### src/rtl/hazard_unit_pkg.sv
// ---------------------------------------------------------------------------
// hazard_unit_pkg
// Shared processor package for the pipeline hazard logic.
// Holds the hazard FSM state encoding, the default memory-wait timeout and
// small saturating-increment helpers used by the hazard unit and its
// optional performance counters.
// ---------------------------------------------------------------------------
package hazard_unit_pkg;

  // RUN is the normal flowing pipeline; MEM_WAIT holds everything while a
  // data access in MEM is outstanding.
  typedef enum logic {
    RUN      = 1'b0,
    MEM_WAIT = 1'b1
  } hazardState_t;

  // Default number of MEM_WAIT cycles before mem_timeout is flagged.
  localparam int DEFAULT_TIMEOUT = 255;

  // Saturating +1 for the 8-bit memory wait counter.
  function automatic logic [7:0] satInc8(input logic [7:0] value);
    return (value == 8'hFF) ? value : value + 8'd1;
  endfunction

  // Saturating +1 for the 16-bit performance counters.
  function automatic logic [15:0] satInc16(input logic [15:0] value);
    return (value == 16'hFFFF) ? value : value + 16'd1;
  endfunction

endpackage

### src/rtl/hazard_perf_counters.sv
// ---------------------------------------------------------------------------
// hazard_perf_counters
// Three 16-bit saturating event counters for the hazard unit. Only
// instantiated when HAZARD_PERF_CNT_EN is defined.
//
// Ports:
//   clk          rising-edge clock
//   rst          asynchronous active-low reset (clears all counters)
//   stallEvent   one data-hazard bubble inserted this cycle
//   flushEvent   one branch flush performed this cycle
//   freezeEvent  pipeline frozen this cycle
//   stall_cnt    number of data-hazard bubbles
//   flush_cnt    number of branch flushes
//   freeze_cnt   number of freeze cycles
// ---------------------------------------------------------------------------
module hazard_perf_counters
  import hazard_unit_pkg::*;
(
  input  logic        clk,
  input  logic        rst,
  input  logic        stallEvent,
  input  logic        flushEvent,
  input  logic        freezeEvent,
  output logic [15:0] stall_cnt,
  output logic [15:0] flush_cnt,
  output logic [15:0] freeze_cnt
);

  // Each counter advances by one per qualifying cycle and sticks at its
  // maximum rather than wrapping, so a long run never reads back as small.
  always_ff @(posedge clk or negedge rst) begin
    if (!rst) begin
      stall_cnt  <= '0;
      flush_cnt  <= '0;
      freeze_cnt <= '0;
    end else begin
      if (stallEvent)  stall_cnt  <= satInc16(stall_cnt);
      if (flushEvent)  flush_cnt  <= satInc16(flush_cnt);
      if (freezeEvent) freeze_cnt <= satInc16(freeze_cnt);
    end
  end

endmodule

### src/rtl/hazard_unit.sv
// ---------------------------------------------------------------------------
// hazard_unit
// Pipeline hazard control: load-use style data-hazard stalls, taken-branch
// flushes and a whole-pipeline freeze while a memory access is outstanding.
//
// Optional feature macro: HAZARD_PERF_CNT_EN adds the stall_cnt, flush_cnt
// and freeze_cnt performance counter outputs (hazard_perf_counters).
//
// Ports:
//   clk               rising-edge clock
//   rst               asynchronous active-low reset
//   IF_ID_R1/R2       source registers of the instruction in ID
//   IF_ID_UsesR2      ID instruction actually reads R2
//   ID_EX_Rd          destination register of the instruction in EX
//   ID_EX_RegWrite    EX instruction writes ID_EX_Rd
//   EX_BranchTaken    branch/jump resolved taken in EX
//   EX_MEM_MemAccess  data access in MEM
//   mem_ready         memory completes the access this cycle
//   PC_Write          allow PC update
//   IF_ID_Write       allow IF/ID register update
//   IF_ID_Flush       squash IF/ID contents
//   ID_EX_Flush       squash ID/EX contents (insert bubble)
//   pipe_freeze       hold the entire pipeline
//   mem_timeout       sticky flag: memory wait reached TIMEOUT cycles
//   stall_cnt/flush_cnt/freeze_cnt  (HAZARD_PERF_CNT_EN only)
// Parameter:
//   TIMEOUT           MEM_WAIT cycles before mem_timeout is raised
// ---------------------------------------------------------------------------
module hazard_unit
  import hazard_unit_pkg::*;
#(
  parameter int TIMEOUT = DEFAULT_TIMEOUT
) (
  input  logic       clk,
  input  logic       rst,
  input  logic [4:0] IF_ID_R1,
  input  logic [4:0] IF_ID_R2,
  input  logic       IF_ID_UsesR2,
  input  logic [4:0] ID_EX_Rd,
  input  logic       ID_EX_RegWrite,
  input  logic       EX_BranchTaken,
  input  logic       EX_MEM_MemAccess,
  input  logic       mem_ready,
  output logic       PC_Write,
  output logic       IF_ID_Write,
  output logic       IF_ID_Flush,
  output logic       ID_EX_Flush,
  output logic       pipe_freeze,
  output logic       mem_timeout
`ifdef HAZARD_PERF_CNT_EN
  ,
  output logic [15:0] stall_cnt,
  output logic [15:0] flush_cnt,
  output logic [15:0] freeze_cnt
`endif
);

  localparam logic [31:0] TIMEOUT_U = TIMEOUT;

  hazardState_t state;
  logic [7:0]   waitCnt;
  logic [7:0]   waitCntInc;
  logic         dataHazard;
  logic         freezeNow;

  // A hazard exists only when EX will write a real register that ID reads.
  // Forwarding only covers MEM/WB, so a distance-1 dependency must bubble.
  always_comb begin
    dataHazard = ID_EX_RegWrite && (ID_EX_Rd != 5'd0) &&
                 ((ID_EX_Rd == IF_ID_R1) ||
                  (IF_ID_UsesR2 && (ID_EX_Rd == IF_ID_R2)));
  end

  // Freeze starts combinationally in the very RUN cycle where the access
  // stalls, and ends in the MEM_WAIT cycle where mem_ready arrives.
  always_comb begin
    if (state == RUN) begin
      freezeNow = EX_MEM_MemAccess && !mem_ready;
    end else begin
      freezeNow = !mem_ready;
    end
  end

  // Output priority: reset, then freeze, then branch, then data hazard.
  // Reset is applied here as well so the outputs hold their reset values
  // for as long as rst is low, independent of the other inputs.
  always_comb begin
    PC_Write    = 1'b1;
    IF_ID_Write = 1'b1;
    IF_ID_Flush = 1'b0;
    ID_EX_Flush = 1'b0;
    pipe_freeze = 1'b0;
    if (!rst) begin
      PC_Write    = 1'b0;
      IF_ID_Write = 1'b0;
      IF_ID_Flush = 1'b1;
      ID_EX_Flush = 1'b1;
    end else if (freezeNow) begin
      PC_Write    = 1'b0;
      IF_ID_Write = 1'b0;
      pipe_freeze = 1'b1;
    end else if (EX_BranchTaken) begin
      IF_ID_Flush = 1'b1;
      ID_EX_Flush = 1'b1;
    end else if (dataHazard) begin
      PC_Write    = 1'b0;
      IF_ID_Write = 1'b0;
      ID_EX_Flush = 1'b1;
    end
  end

  assign waitCntInc = satInc8(waitCnt);

  // Memory wait FSM. The counter restarts at 0 on every entry to MEM_WAIT
  // and counts every MEM_WAIT cycle; the timeout flag is sticky and does
  // not force an exit, the FSM still waits for mem_ready.
  always_ff @(posedge clk or negedge rst) begin
    if (!rst) begin
      state       <= RUN;
      waitCnt     <= 8'd0;
      mem_timeout <= 1'b0;
    end else begin
      case (state)
        RUN: begin
          if (EX_MEM_MemAccess && !mem_ready) begin
            state   <= MEM_WAIT;
            waitCnt <= 8'd0;
          end
        end
        MEM_WAIT: begin
          waitCnt <= waitCntInc;
          if ({24'd0, waitCntInc} >= TIMEOUT_U) begin
            mem_timeout <= 1'b1;
          end
          if (mem_ready) begin
            state <= RUN;
          end
        end
        default: begin
          state <= RUN;
        end
      endcase
    end
  end

`ifdef HAZARD_PERF_CNT_EN
  logic stallEvent;
  logic flushEvent;

  // Count only the actions actually taken, after priority resolution.
  assign stallEvent = !freezeNow && !EX_BranchTaken && dataHazard;
  assign flushEvent = !freezeNow && EX_BranchTaken;

  hazard_perf_counters perfCounters (
    .clk         (clk),
    .rst         (rst),
    .stallEvent  (stallEvent),
    .flushEvent  (flushEvent),
    .freezeEvent (freezeNow),
    .stall_cnt   (stall_cnt),
    .flush_cnt   (flush_cnt),
    .freeze_cnt  (freeze_cnt)
  );
`endif

endmodule
### config.mk
export PLATFORM = sky130hd
export DESIGN_NAME = hazard_unit
export DESIGN_NICKNAME = d
export VERILOG_FILES = /design/src/rtl/hazard_unit_pkg.sv /design/src/rtl/hazard_perf_counters.sv /design/src/rtl/hazard_unit.sv
export SDC_FILE = /design/constraint.sdc
export NUM_CORES = 1
export LEC_CHECK = 0
export ABC_CLOCK_PERIOD_IN_PS = 2300
export BUFFER_PORTS_ARGS = -buffer_cell sky130_fd_sc_hd__clkbuf_2
export CORE_MARGIN = 2
export CORE_UTILIZATION = 48
export DETAILED_ROUTE_END_ITERATION = 10
export GPL_TIMING_DRIVEN = 0
export HOLD_SLACK_MARGIN = 0.08
export PLACE_DENSITY = 0.79
export SYNTH_ARGS = -nofsm -noshare
export SYNTH_HDL_FRONTEND = slang
export SYNTH_SLANG_ARGS = --single-unit
### constraint.sdc
create_clock -name clk -period 2.3 [get_ports clk]
set_clock_uncertainty 0.15 [all_clocks]
set_input_delay 0.23 -clock clk [delete_from_list [all_inputs] [get_ports clk]]
set_output_delay 0.23 -clock clk [all_outputs]
set_load 0.05 [all_outputs]
==> reports/results.ini <==
[clock_network]
numCtsBuffers = 3
h-tree-depth = 1
worstSkewPairLatency_ns = 0.28
cts_buffer_depth = 2
cts_tree = built
root_buffer = clkbuf_4
cts.sinks = 10
cts.clk_slew.worst_paths_ns = 0.07
cts_setup_buffers = 0

[global_routing]
grt_start_max_net_pins = 15
antenna_found_initial = 0
grt_pass1_wl_mm = 3.22
grt_pass1_vias = 767
grt-ovfl-total = 0
grt_util_all_layers_pct = 22.9

[drt]
drt_iter0_drc = 13
drc_errors = 0
wl_per_cell_um = 14.0
wirelength_mm = 1.99
post_drt_via_cell_ratio = 5.92
vias = 841
ant_nets = 0
drtPass1Iterations = 4

[timing]
setup_ws_ns = 0.224
maxSlewHeadroom_pct = 55.2
fin_tns_setup_ns = 0
hold_violations = 0
finalSetupViolations = 0
max_freq_mhz = 482
worstMarginPinSlew_ns = 0.671
layout_min_cycle_time_ns = 2.08
post-route-period-util_pct = 90.2
rsz0062_at_grt = no
drv_slew = 0

[power]
power_uw = 535
p_sw_uw = 185
powerDensity_nw_per_um2 = 537
p_leak_uw = 0.000483
clkPwrFrac_pct = 31.3
seqPwrFrac_pct = 39.6
comb_power_share_pct = 29.1
p_sw_share_pct = 34.5
irDropWorstVdd_mv = 0.299
p_int_uw = 350

[place]
numPortBuffers = 27
hpwl_mm = 1.54
gp_congestion = 0.782
pre_cts_slack_ns = 0.223
dpl.cell_count = 136

[final_layout]
antennaDiodeCount = 0
drive_above_1_share_pct = 31.7
syn2layout_area_growth_pct = 27.0
nets = 150
final_cells = 142

[critical_path]
slowest_delay_ns = 0.53
crit_start = rst
rr_endpoint = mem_timeout
arrival_ns = 1.70
start_kind = input pin
path_class = in -> out
cp_cell_sequence = dlygate4sd3_1, clkbuf_2, and2_1, a31oi_1, clkbuf_2
reg2regPathDepth = 6
crit_path_frequent_cell = clkbuf_2
slowest_stage = dlygate4sd3_1
reg2reg_from = waitCnt[0]
cp.required_ns = 1.92
end_kind = output pin
r2r_setup_slack_ns = 0.47
crit_path_max_fanout = 14

[synth]
yosys_warnings = 0
yosysTopAreaCell = dfrtp_1
synth_edf_count = 0
yosys-top-cells-area = dfrtp_1 (32%), xor2_1 (7.8%), a21oi_1 (4.5%)
synth_area_um2 = 785
synth_area_per_cell_um2 = 8.44
ys_seq_area_share_pct = 31.9
synthArstFlopShare_pct = 100
ys_types = 34
synth_flop_cell = dfrtp_1
netlist_instances = 93
ys_ff_latch = 10
synth.net_count = 116
yosys.area.top_type_share_pct = 31.9

[die]
dieArea_um2 = 1970
die_w_um = 44.4
start_util_pct = 51.5
core_area_um2 = 1520
pin_count = 28
rows = 14
die_h_um = 44.4

[min_path]
hp-class = in -> reg
hold-path-endpoint = state
hp-start = EX_MEM_MemAccess
hold_path_depth = 3

[flow_run]
drv_cap = 0

[outcome]
status = completed

worst max-delay path: cells and delay by family:
kind	cells	cell delay, ns
buffers and inverters	3	1.08
AOI/OAI and AO/OA	1	0.14
and+or+nand+nor	1	0.23
timing repair:
item	in CTS	in global routing
resized for setup	0	0
endpoints found under the hold margin	11	0
hold buffers	2	0
synthesized netlist by cell type, drive strengths merged, types with 2 or more instances:
library cell   n
a21o           2
a21oi          7
a31oi          4
and2           2
and3           4
buf            4
dfrtp         10
inv            3
mux2i          2
nand2          6
nand3          6
nor2           8
nor3           5
o21ai          6
xnor2          4
xor2           7
cell type report:
class | instances | area, um2
inverters | 3 | 11.3
repair buffers | 29 | 155
multi-input cells | 76 | 500
fillers | 134 | 528
flip-flops and latches | 10 | 250
well taps | 16 | 20.0
clock buffers | 4 | 36.3
plain buffers | 4 | 22.5
power by group through the flow:
stage               clock [uW]  sequential (uW)  combinational, uW
global route               177              214                174
detailed placement           0              215                153
global placement             0              213                147
CTS                        166              211                156
floorplan                    0              210                103
finish                     168              212                156
cells by family after synthesis:
| family | share of synthesized area, % |
|---|---|
| compound gates | 21.4 |
| xor+xnor | 12.3 |
| fa+ha+maj | 1.59 |
| buf+inv | 4.31 |
| flops | 31.9 |
| mux | 2.55 |
| simple gates | 26.0 |
how the worst max path moves through the flow:
stage	end	slack, ns	depth (start not counted)
after detailed placement	PC_Write	0.22	8
after global placement	PC_Write	0.26	8
final	ID_EX_Flush	0.22	5
after global routing	ID_EX_Flush	0.15	5
after floorplan	ID_EX_Flush	0.02	5
after CTS	PC_Write	0.22	8
metal layers:
metal  part of all wire, %  wire length, um  track usage (%)
met1                    39              770             24.9
met4                   1.8               35             11.5
met2                    54             1080             40.6
met3                   5.1              101             6.12
met5                     0                0                0
cells in the final DEF, fill, tap and decap left out, drive strengths merged, types with 2 or more instances in the layout:
cell	n
a21oi	7
and2	2
a31oi	4
nand3	6
clkbuf	31
xor2	7
a21o	2
inv	3
dfrtp	10
buf	4
nor2	8
nor3	5
dlygate4sd3	2
nand2	6
and3	4
mux2i	2
xnor2	4
o21ai	6
through the flow:
step | instance area [um2] | utilization [%] | hold WS, ns
CTS | 996 | 65.4 | 0.121
floorplan | 785 | - | -0.216
detailed placement | 940 | 61.7 | -0.0126
global placement | 940 | 61.7 | -0.0157
finish | 996 | 65.4 | 0.119
global route | 996 | 65.4 | 0.165
flip-flops by register name, summed over array words and instances (netlist names):
register / count
waitCnt: 8
state: 1
mem_timeout: 1
Note: power is estimated with default switching activity, not from simulation.
